--- config.mk ---
export PLATFORM = sky130hd
export DESIGN_NAME = uart_tx_cfg
export DESIGN_NICKNAME = d
export VERILOG_FILES = /design/src/rtl/uart_tx_cfg.sv
export SDC_FILE = /design/constraint.sdc
export NUM_CORES = 1
export LEC_CHECK = 0
export ABC_AREA = 1
export CORE_ASPECT_RATIO = 1.75
export CORE_MARGIN = 2
export CORE_UTILIZATION = 30
export DETAILED_ROUTE_END_ITERATION = 10
export HOLD_SLACK_MARGIN = 0.02
export SYNTH_ARGS = -nofsm -noshare
export SYNTH_HDL_FRONTEND = slang
export SYNTH_SLANG_ARGS = --single-unit
export TNS_END_PERCENT = 100
--- constraint.sdc ---
create_clock -name SYSCLK -period 3.3 [get_ports SYSCLK]
set_clock_uncertainty 0.1 [all_clocks]
set_input_delay 0.825 -clock SYSCLK [delete_from_list [all_inputs] [get_ports SYSCLK]]
set_output_delay 0.825 -clock SYSCLK [all_outputs]
set_load 0.03 [all_outputs]
--- src/rtl/uart_tx_cfg.sv ---
// Configurable UART transmitter: small word FIFO feeding a start/data/parity/stop
// frame sequencer whose format is latched per frame.
module uart_tx_cfg #(
   parameter int CLK_DIV    = 434,
   parameter int FIFO_DEPTH = 4
) (
   input  logic       SYSCLK,
   input  logic       RST_B,
   input  logic [7:0] TX_DATA,
   input  logic       TX_VALID,
   output logic       TX_READY,
   input  logic [1:0] DATA_BITS,
   input  logic [1:0] PARITY_MODE,
   input  logic       STOP2,
   output logic       UART_TX_O,
   output logic       TX_BUSY,
   output logic [6:0] FIFO_LEVEL
);

   localparam int          AW       = (FIFO_DEPTH > 1) ? $clog2(FIFO_DEPTH) : 1;
   localparam logic [15:0] DIV_LAST = 16'(CLK_DIV - 1);
   localparam logic [6:0]  DEPTH_L  = 7'(FIFO_DEPTH);

   typedef enum logic [2:0] {
      ST_IDLE   = 3'd0,
      ST_START  = 3'd1,
      ST_DATA   = 3'd2,
      ST_PARITY = 3'd3,
      ST_STOP   = 3'd4
   } state_t;

   function automatic logic [7:0] width_mask(input logic [1:0] data_bits);
      logic [7:0] mask;
      case (data_bits)
         2'b00:   mask = 8'h1F;
         2'b01:   mask = 8'h3F;
         2'b10:   mask = 8'h7F;
         default: mask = 8'hFF;
      endcase
      return mask;
   endfunction

   // Even parity is the XOR of the sent bits; odd mode inverts it.
   function automatic logic parity_bit(input logic [7:0] data, input logic [1:0] mode);
      return (^data) ^ (mode == 2'b10);
   endfunction

   logic [7:0]    mem_r [FIFO_DEPTH];
   logic [AW-1:0] wr_ptr_r;
   logic [AW-1:0] rd_ptr_r;
   logic [6:0]    level_r;

   state_t        state_r;
   logic [15:0]   timer_r;
   logic          line_r;
   logic [7:0]    shift_r;
   logic [2:0]    bit_idx_r;
   logic [1:0]    fmt_bits_r;
   logic          par_en_r;
   logic          par_val_r;
   logic          stop2_r;
   logic          stop_cnt_r;

   logic          push_s;
   logic          pop_s;
   logic          empty_s;
   logic          bit_end_s;
   logic          last_stop_s;
   logic [2:0]    last_idx_s;
   logic [7:0]    head_s;

   // Handshake, pop decision and the masked head word for the next frame.
   always_comb begin
      empty_s     = (level_r == 7'd0);
      bit_end_s   = (timer_r == DIV_LAST);
      push_s      = TX_VALID && (level_r != DEPTH_L);
      last_stop_s = (state_r == ST_STOP) && bit_end_s && (!stop2_r || stop_cnt_r);
      pop_s       = !empty_s && ((state_r == ST_IDLE) || last_stop_s);
      last_idx_s  = {1'b0, fmt_bits_r} + 3'd4;
      head_s      = mem_r[rd_ptr_r] & width_mask(DATA_BITS);
   end

   // FIFO storage; contents need no reset because the level gates every read.
   always_ff @(posedge SYSCLK) begin
      if (push_s) begin
         mem_r[wr_ptr_r] <= TX_DATA;
      end
   end

   // FIFO pointers and occupancy.
   always_ff @(posedge SYSCLK or negedge RST_B) begin
      if (!RST_B) begin
         wr_ptr_r <= '0;
         rd_ptr_r <= '0;
         level_r  <= 7'd0;
      end else begin
         if (push_s) begin
            wr_ptr_r <= wr_ptr_r + AW'(1);
         end
         if (pop_s) begin
            rd_ptr_r <= rd_ptr_r + AW'(1);
         end
         case ({push_s, pop_s})
            2'b10:   level_r <= level_r + 7'd1;
            2'b01:   level_r <= level_r - 7'd1;
            default: level_r <= level_r;
         endcase
      end
   end

   // Frame sequencer owning state, bit timer and the registered serial line.
   always_ff @(posedge SYSCLK or negedge RST_B) begin
      if (!RST_B) begin
         state_r    <= ST_IDLE;
         timer_r    <= 16'd0;
         line_r     <= 1'b1;
         shift_r    <= 8'd0;
         bit_idx_r  <= 3'd0;
         fmt_bits_r <= 2'b00;
         par_en_r   <= 1'b0;
         par_val_r  <= 1'b0;
         stop2_r    <= 1'b0;
         stop_cnt_r <= 1'b0;
      end else begin
         case (state_r)
            ST_IDLE: begin
               timer_r <= 16'd0;
               line_r  <= 1'b1;
            end
            ST_START: begin
               if (bit_end_s) begin
                  state_r   <= ST_DATA;
                  timer_r   <= 16'd0;
                  bit_idx_r <= 3'd0;
                  line_r    <= shift_r[0];
               end else begin
                  timer_r <= timer_r + 16'd1;
               end
            end
            ST_DATA: begin
               if (bit_end_s) begin
                  timer_r <= 16'd0;
                  if (bit_idx_r == last_idx_s) begin
                     if (par_en_r) begin
                        state_r <= ST_PARITY;
                        line_r  <= par_val_r;
                     end else begin
                        state_r    <= ST_STOP;
                        line_r     <= 1'b1;
                        stop_cnt_r <= 1'b0;
                     end
                  end else begin
                     bit_idx_r <= bit_idx_r + 3'd1;
                     shift_r   <= {1'b0, shift_r[7:1]};
                     line_r    <= shift_r[1];
                  end
               end else begin
                  timer_r <= timer_r + 16'd1;
               end
            end
            ST_PARITY: begin
               if (bit_end_s) begin
                  state_r    <= ST_STOP;
                  timer_r    <= 16'd0;
                  line_r     <= 1'b1;
                  stop_cnt_r <= 1'b0;
               end else begin
                  timer_r <= timer_r + 16'd1;
               end
            end
            ST_STOP: begin
               if (bit_end_s) begin
                  timer_r <= 16'd0;
                  if (last_stop_s) begin
                     state_r <= ST_IDLE;
                  end else begin
                     stop_cnt_r <= 1'b1;
                  end
               end else begin
                  timer_r <= timer_r + 16'd1;
               end
            end
            default: begin
               state_r <= ST_IDLE;
               timer_r <= 16'd0;
               line_r  <= 1'b1;
            end
         endcase
         // A pop always starts a frame, from IDLE or straight out of the last stop bit.
         if (pop_s) begin
            state_r    <= ST_START;
            timer_r    <= 16'd0;
            line_r     <= 1'b0;
            shift_r    <= head_s;
            fmt_bits_r <= DATA_BITS;
            par_en_r   <= (PARITY_MODE == 2'b01) || (PARITY_MODE == 2'b10);
            par_val_r  <= parity_bit(head_s, PARITY_MODE);
            stop2_r    <= STOP2;
         end
      end
   end

   assign TX_READY   = (level_r != DEPTH_L);
   assign FIFO_LEVEL = level_r;
   assign UART_TX_O  = line_r;
   assign TX_BUSY    = (state_r != ST_IDLE) || !empty_s;

endmodule

==> qor.yml, run 1 <==
global_routing:
  globalRoute.totalOverflow: 0
  grt_antenna_before_repair: 0
  grt_pass1_wl_mm: 15.1
  grt_max_degree: 32
  grt_pass1_vias: 3284
  grt_usage_pct: 12.6
setup_path:
  worstReg2RegStart: "FIFO_LEVEL[0]"
  crit_required_ps: 2370
  path_max_fanout: 4
  slowest_stage: "clkdlybuf4s50_1"
  crit_path_start: "FIFO_LEVEL[0]"
  critical-path-top-delay-family: "buffers and inverters"
  reg2reg_depth: 16
  reg2reg_setup_slack_ps: 310
  crit_path_end: "TX_BUSY"
  worstPathArrival_ps: 2200
  cp-end-kind: "primary output"
  startpoint_type: "flop"
  cp_num_cells: 6
  r2r-end: "FIFO_LEVEL[6]"
  crit_chain: "inv_1 > nand2_1 > nor4_1 > buf_4 > nand3_1 > clkdlybuf4s50_1"
  path_class: "reg2out"
  slowest_delay_ps: 630
  path_buf_inv: 3
yosys:
  synth.ff_latch_count: 80
  synth_cell_type_count: 35
  ys_seq_area_share_pct: 50.6
  netlist_area_sq_mm: 0.00428
  syn_inst: 485
  yosys-top-cells-area: "dfrtp_1 27%, edfxtp_1 22%, nand2_1 9.8%"
  syn_area_per_cell_sq_um: 8.82
  yosys_warnings: 0
  synth_top_area_share_pct: 27.5
  syn-num-nets: 516
  yosysTopAreaCell: "dfrtp_1"
cts:
  cts_hold_buf: 0
  clock-sinks: 80
  ctsResizeCount: 0
  cts_setup_buffers: 0
  cts_buffer_depth: 2
  clk_pin_slew_ps: 60
  clk_latency_ps: 340
  numCtsBuffers: 9
  root_buffer: "clkbuf_16"
  cts_tree: "yes"
  htreeDepth: 3
timing:
  hold_ws_ps: 257
  tns_ps: 0
  fmax_mhz: 320
  hold_viol_final: 0
  rsz0062_at_grt: "no"
  finalMaxSlewViolations: 0
  worst_pin_slew_ps: 649
  slew_headroom_pct: 56.5
  period_share_pct: 94.8
  post-route-min-period_ps: 3130
  setup_violations: 0
die:
  dieArea_sq_mm: 0.0153
  core_sq_mm: 0.0139
  die_w_um: 94.3
  die_h_um: 162
  rows: 57
  start_util_pct: 30.8
  io_pins: 26
layout:
  layout_common_cells: "112 x nand2_1, 66 x inv_1, 55 x nand3_1"
  num-nets-final: 555
  final_common_cell: "nand2_1"
  nFillCells: 1412
  area_growth_pct: 18.8
  drive_above_1_share_pct: 13.6
  antenna_cells: 0
detailed_routing:
  dr.pass1.iters: 4
  drtIter0Drc: 69
  wirelength_mm: 8.67
  drt-vias-per-instance: 4.59
  drt.antenna.violating_nets: 0
  drc: 0
  num_vias: 3243
  wl_per_cell_um: 12.3
status:
  status: "finished clean"
pwr:
  ir_drop_v: 0.000374
  p_per_area_mw_per_mm2: 576
  leakage_uw: 0.00235
place:
  dp_hpwl_mm: 6.76
  portBuffers: 25
  gp_congestion: 0.813
hold_path:
  hold_path.class: "in2async"
job:
  max-cap-violations: 0
cells by family after synthesis:
| logic type | share of synthesized area (%) |
|---|---|
| XOR/XNOR | 3.27 |
| AND/OR/NAND/NOR | 26.6 |
| buffers and inverters | 7.60 |
| AO/OA/AOI/OAI | 7.40 |
| adder cells (fa/ha/maj) | 4.56 |
| flip-flops | 50.6 |
where the power goes:
part / switching, uW / leakage [uW] / total, uW / internal, uW
registers: 77.6 / 0.000900 / 1260 / 1180
clock network: 396 / 0.000148 / 1060 / 662
logic: 377 / 0.00130 / 614 / 237
state kept, by name, indices dropped and copies added (netlist names):
name        flops
state_r         3
UART_TX_O       1
shift_r         8
wr_ptr_r        2
FIFO_LEVEL      7
mem_r          32
bit_idx_r       3
par_en_r        1
fmt_bits_r      2
rd_ptr_r        2
par_val_r       1
timer_r        16
stop2_r         1
stop_cnt_r      1
synthesized netlist by cell type, drive strengths merged:
cell / n
a21oi: 12
a22o: 1
a31oi: 1
and3: 1
buf: 8
dfrtp: 47
dfstp: 1
edfxtp: 32
fa: 1
ha: 14
inv: 69
nand2: 122
nand3: 56
nand4: 4
nor2: 56
nor3: 7
nor4: 2
o211ai: 8
o21a: 1
o21ai: 22
o31ai: 1
or2: 2
or4: 1
xnor2: 3
xor2: 13
through the flow:
step	cells	power, uW	worst slack, ps	utilization [%]	instance area [sq um]
floorplan	485	1640	311	-	4280
global placement	690	1880	243	34.2	4760
detailed placement	690	1900	187	34.2	4760
CTS	706	2970	137	36.6	5080
global route	706	3090	6.81	36.6	5080
finish	706	2930	172	36.6	5080
final cells by class:
class | count | area (sq um) | share of cell area (%)
multi-input cells | 328 | 1790 | 35.2
clock buffers | 9 | 225 | 4.43
clock inverters | 7 | 96.3 | 1.90
inverters | 69 | 259 | 5.09
well taps | 177 | 221 | 4.36
flip-flops and latches | 80 | 2160 | 42.6
repair buffers | 36 | 328 | 6.45
worst min path at each step:
stage | startpoint | endpoint | slack [ps] | cells after the start
5_1_grt | RST_B | fmt_bits_r[1] | 260 | 1
4_1_cts | RST_B | fmt_bits_r[1] | 260 | 1
2_1_floorplan | par_val_r | par_val_r | 350 | 2
3_3_place_gp | par_val_r | par_val_r | 370 | 2
6_report | RST_B | fmt_bits_r[1] | 260 | 1
3_5_place_dp | par_val_r | par_val_r | 370 | 2
routing by layer:
| layer | GRT usage (%) | wire length (um) |
|---|---|---|
| met5 | 0 | 0 |
| met4 | 6.59 | 293 |
| met3 | 2.83 | 264 |
| met2 | 23.5 | 4880 |
| met1 | 12.7 | 3240 |
Power figures use the tool's default switching activity.
==> run 2: changes to the inputs <==
==> constraint.sdc (replaced) <==
create_clock -name SYSCLK -period 2.92 [get_ports SYSCLK]
set_clock_uncertainty 0.1 [all_clocks]
set_input_delay 0.73 -clock SYSCLK [delete_from_list [all_inputs] [get_ports SYSCLK]]
set_output_delay 0.73 -clock SYSCLK [all_outputs]
set_load 0.03 [all_outputs]
==> run 2 against run 1 <==
- register-to-register slack worse by 80 ps
- die area stayed put
- first-iteration DRC count grew to 2.5 times the previous value
- critical endpoint unchanged
- via count is 1.8% higher
- cell area is 0.94% higher
==> qor.yml, run 2 (synthesis gave the netlist of run 1 again) <==
global_routing:
  grt_antenna_before_repair: 0  # unchanged
  grt_usage_pct: 12.7  # was 12.6%
  globalRoute.totalOverflow: 0  # unchanged
  grt_max_degree: 32  # unchanged
  grt_pass1_wl_mm: 15.2  # was 15.1 mm
  grt_pass1_vias: 3386  # was 3284
hold_path:
  hold_path.class: "in2async"  # unchanged
layout:
  top_regs: "mem_r (32), timer_r (16), shift_r (8)"  # unchanged
  area_growth_pct: 19.9  # was 18.8%
  final_cells: 710  # was 706
  antenna_cells: 0  # unchanged
  final_common_cell: "nand2_1"  # unchanged
  drive_above_1_share_pct: 15.4  # was 13.6%
  nFillCells: 1401  # was 1412
  layout_common_cells: "112 x nand2_1, 64 x inv_1, 55 x nand3_1"  # was 112 x nand2_1, 66 x inv_1, 55 x nand3_1
  largest_reg_flops: 32  # unchanged
  num-nets-final: 559  # was 555
  regMostFlops: "mem_r"  # unchanged
detailed_routing:
  drtIter0Drc: 173  # was 69
  dr.pass1.iters: 4  # unchanged
  m1WireLength_mm: 3.26  # was 3.24 mm
  drc: 0  # unchanged
  drt-vias-per-instance: 4.65  # was 4.59
  drt.antenna.violating_nets: 0  # unchanged
  wl_per_cell_um: 12.4  # was 12.3 um
  wl_met3_um: 267  # was 264 um
  wirelength_mm: 8.82  # was 8.67 mm
  num_vias: 3302  # was 3243
  top_layer_used: "met4"  # unchanged
  wl_met2_mm: 5.06  # was 4.88 mm
pwr:
  leakage_uw: 0.00236  # was 0.00235 uW
  ir_drop_v: 0.000480  # was 0.000374 V
  p_total_uw: 3270  # was 2930 uW
  p_per_area_mw_per_mm2: 636  # was 576 mW/mm^2
timing:
  hold_viol_final: 0  # unchanged
  slew_headroom_pct: 54.9  # was 56.5%
  post-route-min-period_ps: 2730
  tns_ps: 0  # unchanged
  setup_violations: 0  # unchanged
  period_share_pct: 93.4
  hold_ws_ps: 278  # was 257 ps
  finalMaxSlewViolations: 0  # unchanged
  rsz0062_at_grt: "yes"  # was no
  worst_pin_slew_ps: 673  # was 649 ps
  fmax_mhz: 367
place:
  dp_hpwl_mm: 6.85  # was 6.76 mm
  gp_congestion: 0.822  # was 0.813
  dp.cells: 692  # was 690
  portBuffers: 25  # unchanged
setup_path:
  path_class: "reg2out"  # unchanged
  crit_required_ps: 2090  # was 2370 ps
  startpoint_type: "flop"  # unchanged
  worstPathArrival_ps: 1900  # was 2200 ps
  cp-end-kind: "primary output"  # unchanged
  path_max_fanout: 4  # unchanged
cts:
  numCtsBuffers: 9  # unchanged
  clk_pin_slew_ps: 60  # about the same
  root_buffer: "clkbuf_16"  # unchanged
  clk_latency_ps: 340  # about the same
  clock-sinks: 80  # unchanged
  cts_buffer_depth: 2  # unchanged
  htreeDepth: 3  # unchanged
  cts_tree: "yes"  # unchanged
die:
  start_util_pct: 30.8  # unchanged
  rows: 57  # unchanged
  io_pins: 26  # unchanged
  dieArea_sq_mm: 0.0153  # unchanged
  die_w_um: 94.3  # unchanged
  core_sq_mm: 0.0139  # unchanged
  die_h_um: 162  # unchanged
job:
  max-cap-violations: 0  # unchanged
status:
  status: "finished clean"  # unchanged
## run 2: cell count changes in the layout (fill, tap and decap cells not counted), moves of 2 or more
cell | previous run | this run
buf_4 | 11 | 14
clkdlybuf4s50_1 | 24 | 22
dfrtp_1 | 47 | 45
dfrtp_2 | 0 | 2
inv_1 | 66 | 64
inv_2 | 3 | 5
inv_6 | 0 | 2
o21ai_0 | 15 | 13
o21ai_1 | 0 | 2
## run 2: routing by layer
metal	vias up	GRT usage, %
met5	-	0
met4	0	6.06
met3	16	2.55
met2	58	24.4
met1	1564	12.4
li1	1664	-
## run 2: through the flow
stage | util [%] | instance area (sq um) | worst slack, ps
final | 36.9 | 5130 | 193
after detailed placement | 34.5 | 4790 | 78.3
after CTS | 36.7 | 5100 | 20.1
after global placement | 34.5 | 4790 | 117
after floorplan | - | 4280 | 36.1
after global routing | 36.9 | 5130 | -28.5
## run 2: area by class of cell
cell class	count	area, sq um	share of cell area [%]
Clock buffer	9	225	4.39
Clock inverter	7	78.8	1.54
Inverter	69	259	5.05
Timing Repair Buffer	40	372	7.24
Multi-Input combinational cell	328	1810	35.3
Tap cell	177	221	4.32
Sequential cell	80	2170	42.2
## run 2: worst max-delay path, stage by stage (launching register included)
cell	delay, ps
dfrtp_2	430
inv_1	100
nand2_1	90
nor4_2	250
buf_4	170
nand3_1	130
dlygate4sd2_1	400
## run 2: worst paths after layout
| check | from | cells past startpoint | slack [ps] | to |
|---|---|---|---|---|
| setup / recovery | FIFO_LEVEL[0] | 6 | 190 | TX_BUSY |
| hold / removal | RST_B | 1 | 280 | state_r[1] |
| setup reg to reg | FIFO_LEVEL[0] | 17 | 230 | FIFO_LEVEL[5] |
| hold reg to reg | stop_cnt_r | 2 | 390 | stop_cnt_r |
| max in group asynchronous | RST_B | 2 | 1910 | timer_r[12] |
| min in group SYSCLK | stop_cnt_r | 2 | 390 | stop_cnt_r |
## run 2: timing repair
action | 4_1_cts | 5_1_grt
hold buffers | 0 | 0
resized for setup | 1 | 7
pin swaps | 0 | 2
buffers inserted | 0 | 2
setup endpoints to repair | 1 | 3
## run 2: where the power goes
part	total [uW]	leakage [uW]	internal, uW	switching [uW]
combinational	714	0.00132	281	434
clock	1130	0.000139	669	462
sequential	1420	0.000898	1330	85.2
